==> config.mk <==
export PLATFORM = sky130hd
export DESIGN_NAME = firebird7_in_gate1_tessent_tdr_w19_sel
export DESIGN_NICKNAME = d
export VERILOG_FILES = /design/src/rtl/firebird7_in_gate1_tessent_pkg.sv /design/src/rtl/firebird7_in_gate1_tessent_tdr_cell.sv /design/src/rtl/firebird7_in_gate1_tessent_tdr_w19_sel.sv
export SDC_FILE = /design/constraint.sdc
export NUM_CORES = 1
export LEC_CHECK = 0
export ABC_AREA = 1
export BUFFER_PORTS_ARGS = -buffer_cell sky130_fd_sc_hd__buf_2
export CAP_MARGIN = 0
export CORE_AREA = 2 2 83 65
export CTS_CLUSTER_DIAMETER = 40
export DETAILED_ROUTE_END_ITERATION = 10
export DIE_AREA = 0 0 85 67
export GPL_TIMING_DRIVEN = 0
export PLACE_DENSITY = 0.57
export SYNTH_ARGS = -nofsm -noshare
export SYNTH_HDL_FRONTEND = slang
export SYNTH_SLANG_ARGS = --single-unit
==> constraint.sdc <==
create_clock -name ijtag_tck -period 1.36 [get_ports ijtag_tck]
set_input_delay 0.204 -clock ijtag_tck [delete_from_list [all_inputs] [get_ports ijtag_tck]]
set_output_delay 0.204 -clock ijtag_tck [all_outputs]
set_load 0.1 [all_outputs]
==> src/rtl/firebird7_in_gate1_tessent_pkg.sv <==
// Shared constants and types for the firebird7_in_gate1 IJTAG test data registers.
package firebird7_in_gate1_tessent_pkg;
  localparam int TDR_W19_WIDTH = 19;
  localparam int TDR_SEL_BIT   = TDR_W19_WIDTH;

  typedef struct packed {
    logic        sel;
    logic [18:0] data;
  } tdr_w19_t;
endpackage

==> src/rtl/firebird7_in_gate1_tessent_tdr_cell.sv <==
// One bit slice of an IJTAG TDR: shift/capture flop plus its update-stage flop.
module firebird7_in_gate1_tessent_tdr_cell #(
  parameter logic RESET_VAL = 1'b0
) (
  input  logic clk,
  input  logic reset,
  input  logic sel,
  input  logic ce,
  input  logic se,
  input  logic ue,
  input  logic si,
  input  logic cap,
  output logic shift_q,
  output logic upd_q
);
  // Update samples the pre-edge shift bit, so a same-edge shift/capture does not leak through.
  always_ff @(posedge clk) begin
    if (reset) begin
      shift_q <= 1'b0;
      upd_q   <= RESET_VAL;
    end else if (sel) begin
      if (ce)      shift_q <= cap;
      else if (se) shift_q <= si;
      if (ue)      upd_q   <= shift_q;
    end
  end
endmodule

==> src/rtl/firebird7_in_gate1_tessent_tdr_w19_sel.sv <==
// TDR driving the firebird7_in_gate1 data mux: select bit nearest scan-in, data LSB at scan-out.
module firebird7_in_gate1_tessent_tdr_w19_sel
  import firebird7_in_gate1_tessent_pkg::*;
#(
  parameter int               WIDTH        = TDR_W19_WIDTH,
  parameter logic [WIDTH-1:0] DATA_RESET   = '0,
  parameter logic             SELECT_RESET = 1'b0
) (
  input  logic             ijtag_tck,
  input  logic             ijtag_reset,
  input  logic             ijtag_sel,
  input  logic             ijtag_ce,
  input  logic             ijtag_se,
  input  logic             ijtag_ue,
  input  logic             ijtag_si,
  input  logic [WIDTH-1:0] capture_data_in,
  output logic             ijtag_so,
  output logic             ijtag_select,
  output logic [WIDTH-1:0] ijtag_data_out
);
  logic [WIDTH:0] shift_q;
  logic [WIDTH:0] upd_q;

  genvar i;
  generate
    for (i = 0; i <= WIDTH; i++) begin : g_cell
      if (i == WIDTH) begin : g_sel
        // Select slice captures its own update value so the host can read back the mux select.
        firebird7_in_gate1_tessent_tdr_cell #(.RESET_VAL(SELECT_RESET)) u_cell (
          .clk(ijtag_tck), .reset(ijtag_reset), .sel(ijtag_sel),
          .ce(ijtag_ce), .se(ijtag_se), .ue(ijtag_ue),
          .si(ijtag_si), .cap(upd_q[i]),
          .shift_q(shift_q[i]), .upd_q(upd_q[i])
        );
      end else begin : g_data
        firebird7_in_gate1_tessent_tdr_cell #(.RESET_VAL(DATA_RESET[i])) u_cell (
          .clk(ijtag_tck), .reset(ijtag_reset), .sel(ijtag_sel),
          .ce(ijtag_ce), .se(ijtag_se), .ue(ijtag_ue),
          .si(shift_q[i+1]), .cap(capture_data_in[i]),
          .shift_q(shift_q[i]), .upd_q(upd_q[i])
        );
      end
    end
  endgenerate

  assign ijtag_so       = shift_q[0];
  assign ijtag_select   = upd_q[TDR_SEL_BIT];
  assign ijtag_data_out = upd_q[WIDTH-1:0];
endmodule

==> tab_implementation.tex <==
\begin{tabular}{lr}
\hline
Metric & Value \\
\hline
\multicolumn{2}{l}{\textbf{Run status}} \\
\quad Run status & completed \\
\multicolumn{2}{l}{\textbf{Layout}} \\
\quad Commonest cells after routing, fill and taps aside & nor2\_1 (80), nand2\_1 (61), dfxtp\_1 (40) \\
\quad Total Nets Final & 359 \\
\quad Most frequent standard cell in the layout excluding fill and tap cells & nor2\_1 \\
\quad Proportion of layout cells with a drive suffix above 1 & 25.1\% \\
\quad Area Overhead vs Synth & 24.7\% \\
\quad Antenna Diode Count & 0 \\
\quad Fill count & 524 \\
\multicolumn{2}{l}{\textbf{STA}} \\
\quad Maximum clock skew at final layout & 3.56 ps \\
\quad RSZ-0062 raised after global routing & false \\
\quad Slew @ Worst Pin & 486 ps \\
\quad Count of pins over their slew limit & 0 \\
\quad Post-layout min period & 1320 ps \\
\quad Final setup slack of the worst path & 44.6 ps \\
\quad Fraction of the cycle the final worst path needs & 96.7\% \\
\quad Worst slew margin relative to its limit & 67.6\% \\
\quad Setup violations, final & 0 \\
\quad Final Hold Viols & 0 \\
\quad Maximum frequency from static timing analysis & 760 MHz \\
\quad Final setup TNS & 0 ps \\
\multicolumn{2}{l}{\textbf{Clocking}} \\
\quad Number of buffers inserted to repair setup after CTS & 0 \\
\quad CTS tree & yes \\
\quad H-tree Lvls & 2 \\
\quad Sink count of the clock tree & 40 \\
\quad Worst-case clock buffer depth & 2 \\
\quad Clock slew seen by the registers of the worst setup and hold paths & 80 ps \\
\quad Post-CTS Hold Fix Bufs & 0 \\
\quad Number of CTS-inserted buffers & 5 \\
\quad Skew-Pair Late Insertion Delay & 290 ps \\
\quad Root buffer cell & clkbuf\_8 \\
\multicolumn{2}{l}{\textbf{Detailed routing}} \\
\quad Router iterations before antenna repair & 4 \\
\quad Number of remaining DRC errors & 0 \\
\quad Detailed-route via count & 1736 \\
\quad Routed WL & 4100 um \\
\quad Ratio of routed vias to standard cells & 4.41 \\
\quad Average detailed-routed wire length per instance & 10.4 um \\
\quad Number of DRC markers after the initial detailed-route iteration & 105 \\
\quad Post-detailed-route count of antenna-violating nets & 0 \\
\multicolumn{2}{l}{\textbf{Power}} \\
\quad Sequential share of power & 43.0\% \\
\quad P\_sw & 0.000991 W \\
\quad Worst-case vdd ir drop & 746 uV \\
\quad Fraction of power consumed by combinational cells & 24.7\% \\
\quad Sw Ratio & 32.9\% \\
\quad Leakage power summed over all cells & 1.19 nW \\
\quad Internal Power & 0.00202 W \\
\quad Proportion of power drawn by the clock network & 32.3\% \\
\quad Power per unit of standard cell area & 1280 nW/um\^{}2 \\
\multicolumn{2}{l}{\textbf{Logic synthesis}} \\
\quad Portion of netlist area occupied by mux cells & 0\% \\
\quad Largest family of logic cells by synthesized area & simple AND/OR/NAND/NOR gates \\
\quad Yosys reg bits & 40 \\
\quad Compound-Gate Fraction of Synth Area & 11.5\% \\
\quad Synthesized instance count & 280 \\
\quad Xor and xnor fraction of the mapped netlist area & 0\% \\
\quad Number of different library cells in the post-synthesis netlist & 12 \\
\quad Portion of the post-synthesis area used by sequential elements & 42.6\% \\
\quad Simple-gate share of the synthesized area & 28.1\% \\
\quad Syn\_nets & 306 \\
\quad Netlist Area Pre-Place & 1880 sq um \\
\quad Synthesized-area fraction occupied by adder cells & 0\% \\
\quad Post-Syn Area per Cell & 6.72 sq um \\
\quad Warnings from Yosys & 0 \\
\multicolumn{2}{l}{\textbf{Die}} \\
\quad Vertical extent of the die & 67 um \\
\quad Die width & 85 um \\
\quad Area of the die & 5700 sq um \\
\quad Standard cell core area & 4820 sq um \\
\quad Boundary Pins & 47 \\
\quad Initial Utilization & 39.0\% \\
\quad FP Rows & 22 \\
\multicolumn{2}{l}{\textbf{Worst setup path}} \\
\quad Startpoint Class & register \\
\quad Cell with the largest stage delay on the worst path & buf\_2 \\
\quad Max incr delay on CP & 440 ps \\
\quad Startpoint-to-endpoint class of the critical path & register to primary output \\
\quad Required time of the critical path & 1160 ps \\
\quad Chain of cells forming the critical path & buf\_2 \\
\quad Largest driver fanout on the critical path & 3 \\
\quad Arr. time, crit path & 1110 ps \\
\quad Buf/Inv on CP & 1 \\
\quad Critical path endpoint category & primary output \\
\quad Top delay family on crit path & buffers and inverters \\
\multicolumn{2}{l}{\textbf{Global route}} \\
\quad Global-route wire length before repair & 6750 um \\
\quad Via count of the first global-routing pass & 1484 \\
\quad GR Layer Usage met3 & 3.84\% \\
\quad Remaining Overflow, GRT & 0 \\
\quad Most crowded layer after global routing & met2 \\
\quad Global-route usage over all layers & 15.5\% \\
\quad Met1 usage in global routing & 21.6\% \\
\quad Number of antenna violations at the first check in global routing & 0 \\
\quad Pin count of the biggest net entering global routing & 14 \\
\quad Met2 track demand over resource & 23.0\% \\
\multicolumn{2}{l}{\textbf{Placed design}} \\
\quad Number of buffer cells added on primary ports & 46 \\
\quad Detailed placer's ending HPWL & 3010 um \\
\quad Post-placement setup slack & 138 ps \\
\quad Weighted congestion reported at the end of routability-driven placement & 0.749 \\
\multicolumn{2}{l}{\textbf{Flow run}} \\
\quad Max Cap Viol & 0 \\
\multicolumn{2}{l}{\textbf{Min path}} \\
\quad Classification of the worst-slack hold path & input pin to register \\
\hline
\end{tabular}
[cells in the mapped netlist, drive strengths merged]
| library cell | number | area share (%) |
|---|---|---|
| nand2 | 61 | 12 |
| nor2 | 80 | 16 |
| inv | 23 | 4.6 |
| dfxtp | 40 | 43 |
| buf | 28 | 12 |
| clkbuf | 7 | 1.5 |
| o21ai | 41 | 12 |
[final cells by class]
cell class / count / area, sq um / share of cell area (%)
clock buffers: 5 / 68.8 / 2.93
repair buffers: 46 / 278 / 11.8
clock inverters: 3 / 42.5 / 1.81
well taps: 60 / 75.1 / 3.20
multi-input cells: 182 / 746 / 31.8
flip-flops and latches: 40 / 801 / 34.2
inverters: 23 / 86.3 / 3.68
plain buffers: 35 / 248 / 10.6
[through the flow]
stage	std cells	utilization, %	hold WS [ps]	total power (W)	cell area [sq um]
after floorplan	280	-	439	0.00191	1880
after global placement	386	45.4	465	0.00205	2190
after detailed placement	386	45.4	476	0.00205	2190
after CTS	394	47.7	241	0.00302	2300
after global routing	394	48.7	256	0.00317	2340
final	394	48.7	242	0.00301	2340
[state kept, by name (all words and copies together) (netlist names)]
register / flops
g_cell.g_sel.u_cell.shift_q: 1
g_cell.g_sel.u_cell.upd_q: 1
g_cell.g_data.u_cell.upd_q: 19
g_cell.g_data.u_cell.shift_q: 19
[final timing paths]
check / startpoint / endpoint / slack [ps] / depth (start not counted)
max: g_cell[0].g_data.u_cell.shift_q$_SDFFE_PP0P_ / ijtag_so / 40 / 1
min: capture_data_in[8] / g_cell[8].g_data.u_cell.shift_q$_SDFFE_PP0P_ / 240 / 5
max reg2reg: g_cell[5].g_data.u_cell.shift_q$_SDFFE_PP0P_ / g_cell[5].g_data.u_cell.upd_q$_SDFFE_PP0P_ / 560 / 2
min reg2reg: g_cell[7].g_data.u_cell.upd_q$_SDFFE_PP0P_ / g_cell[7].g_data.u_cell.upd_q$_SDFFE_PP0P_ / 490 / 2
[power groups by stage]
| stage | Sequential (W) | Clock [W] | Combinational [W] |
|---|---|---|---|
| 2_1_floorplan | 0.00134 | 0 | 0.000567 |
| 3_5_place_dp | 0.00132 | 0 | 0.000729 |
| 4_1_cts | 0.00130 | 0.000993 | 0.000732 |
| 5_1_grt | 0.00131 | 0.00105 | 0.000812 |
| 3_3_place_gp | 0.00132 | 0 | 0.000727 |
| 6_report | 0.00130 | 0.000972 | 0.000745 |
[kinds of logic after synthesis]
kind of cell | Yosys count
AO/OA/AOI/OAI | 41
buffers and inverters | 58
flip-flops | 40
AND/OR/NAND/NOR | 141
[metal layers]
| metal | vias up | part of all wire [%] |
|---|---|---|
| met5 | - | 0 |
| li1 | 932 | - |
| met3 | 8 | 5.7 |
| met4 | 0 | 1.4 |
| met1 | 754 | 55 |
| met2 | 42 | 38 |
[what timing repair did]
action | in CTS | in global routing
pin swaps | 0 | 0
gates cloned | 0 | 0
gates resized for setup | 1 | 18
endpoints found under the setup margin | 1 | 18
hold endpoints to repair | 0 | 0
Note: power is estimated with default switching activity, not from simulation.
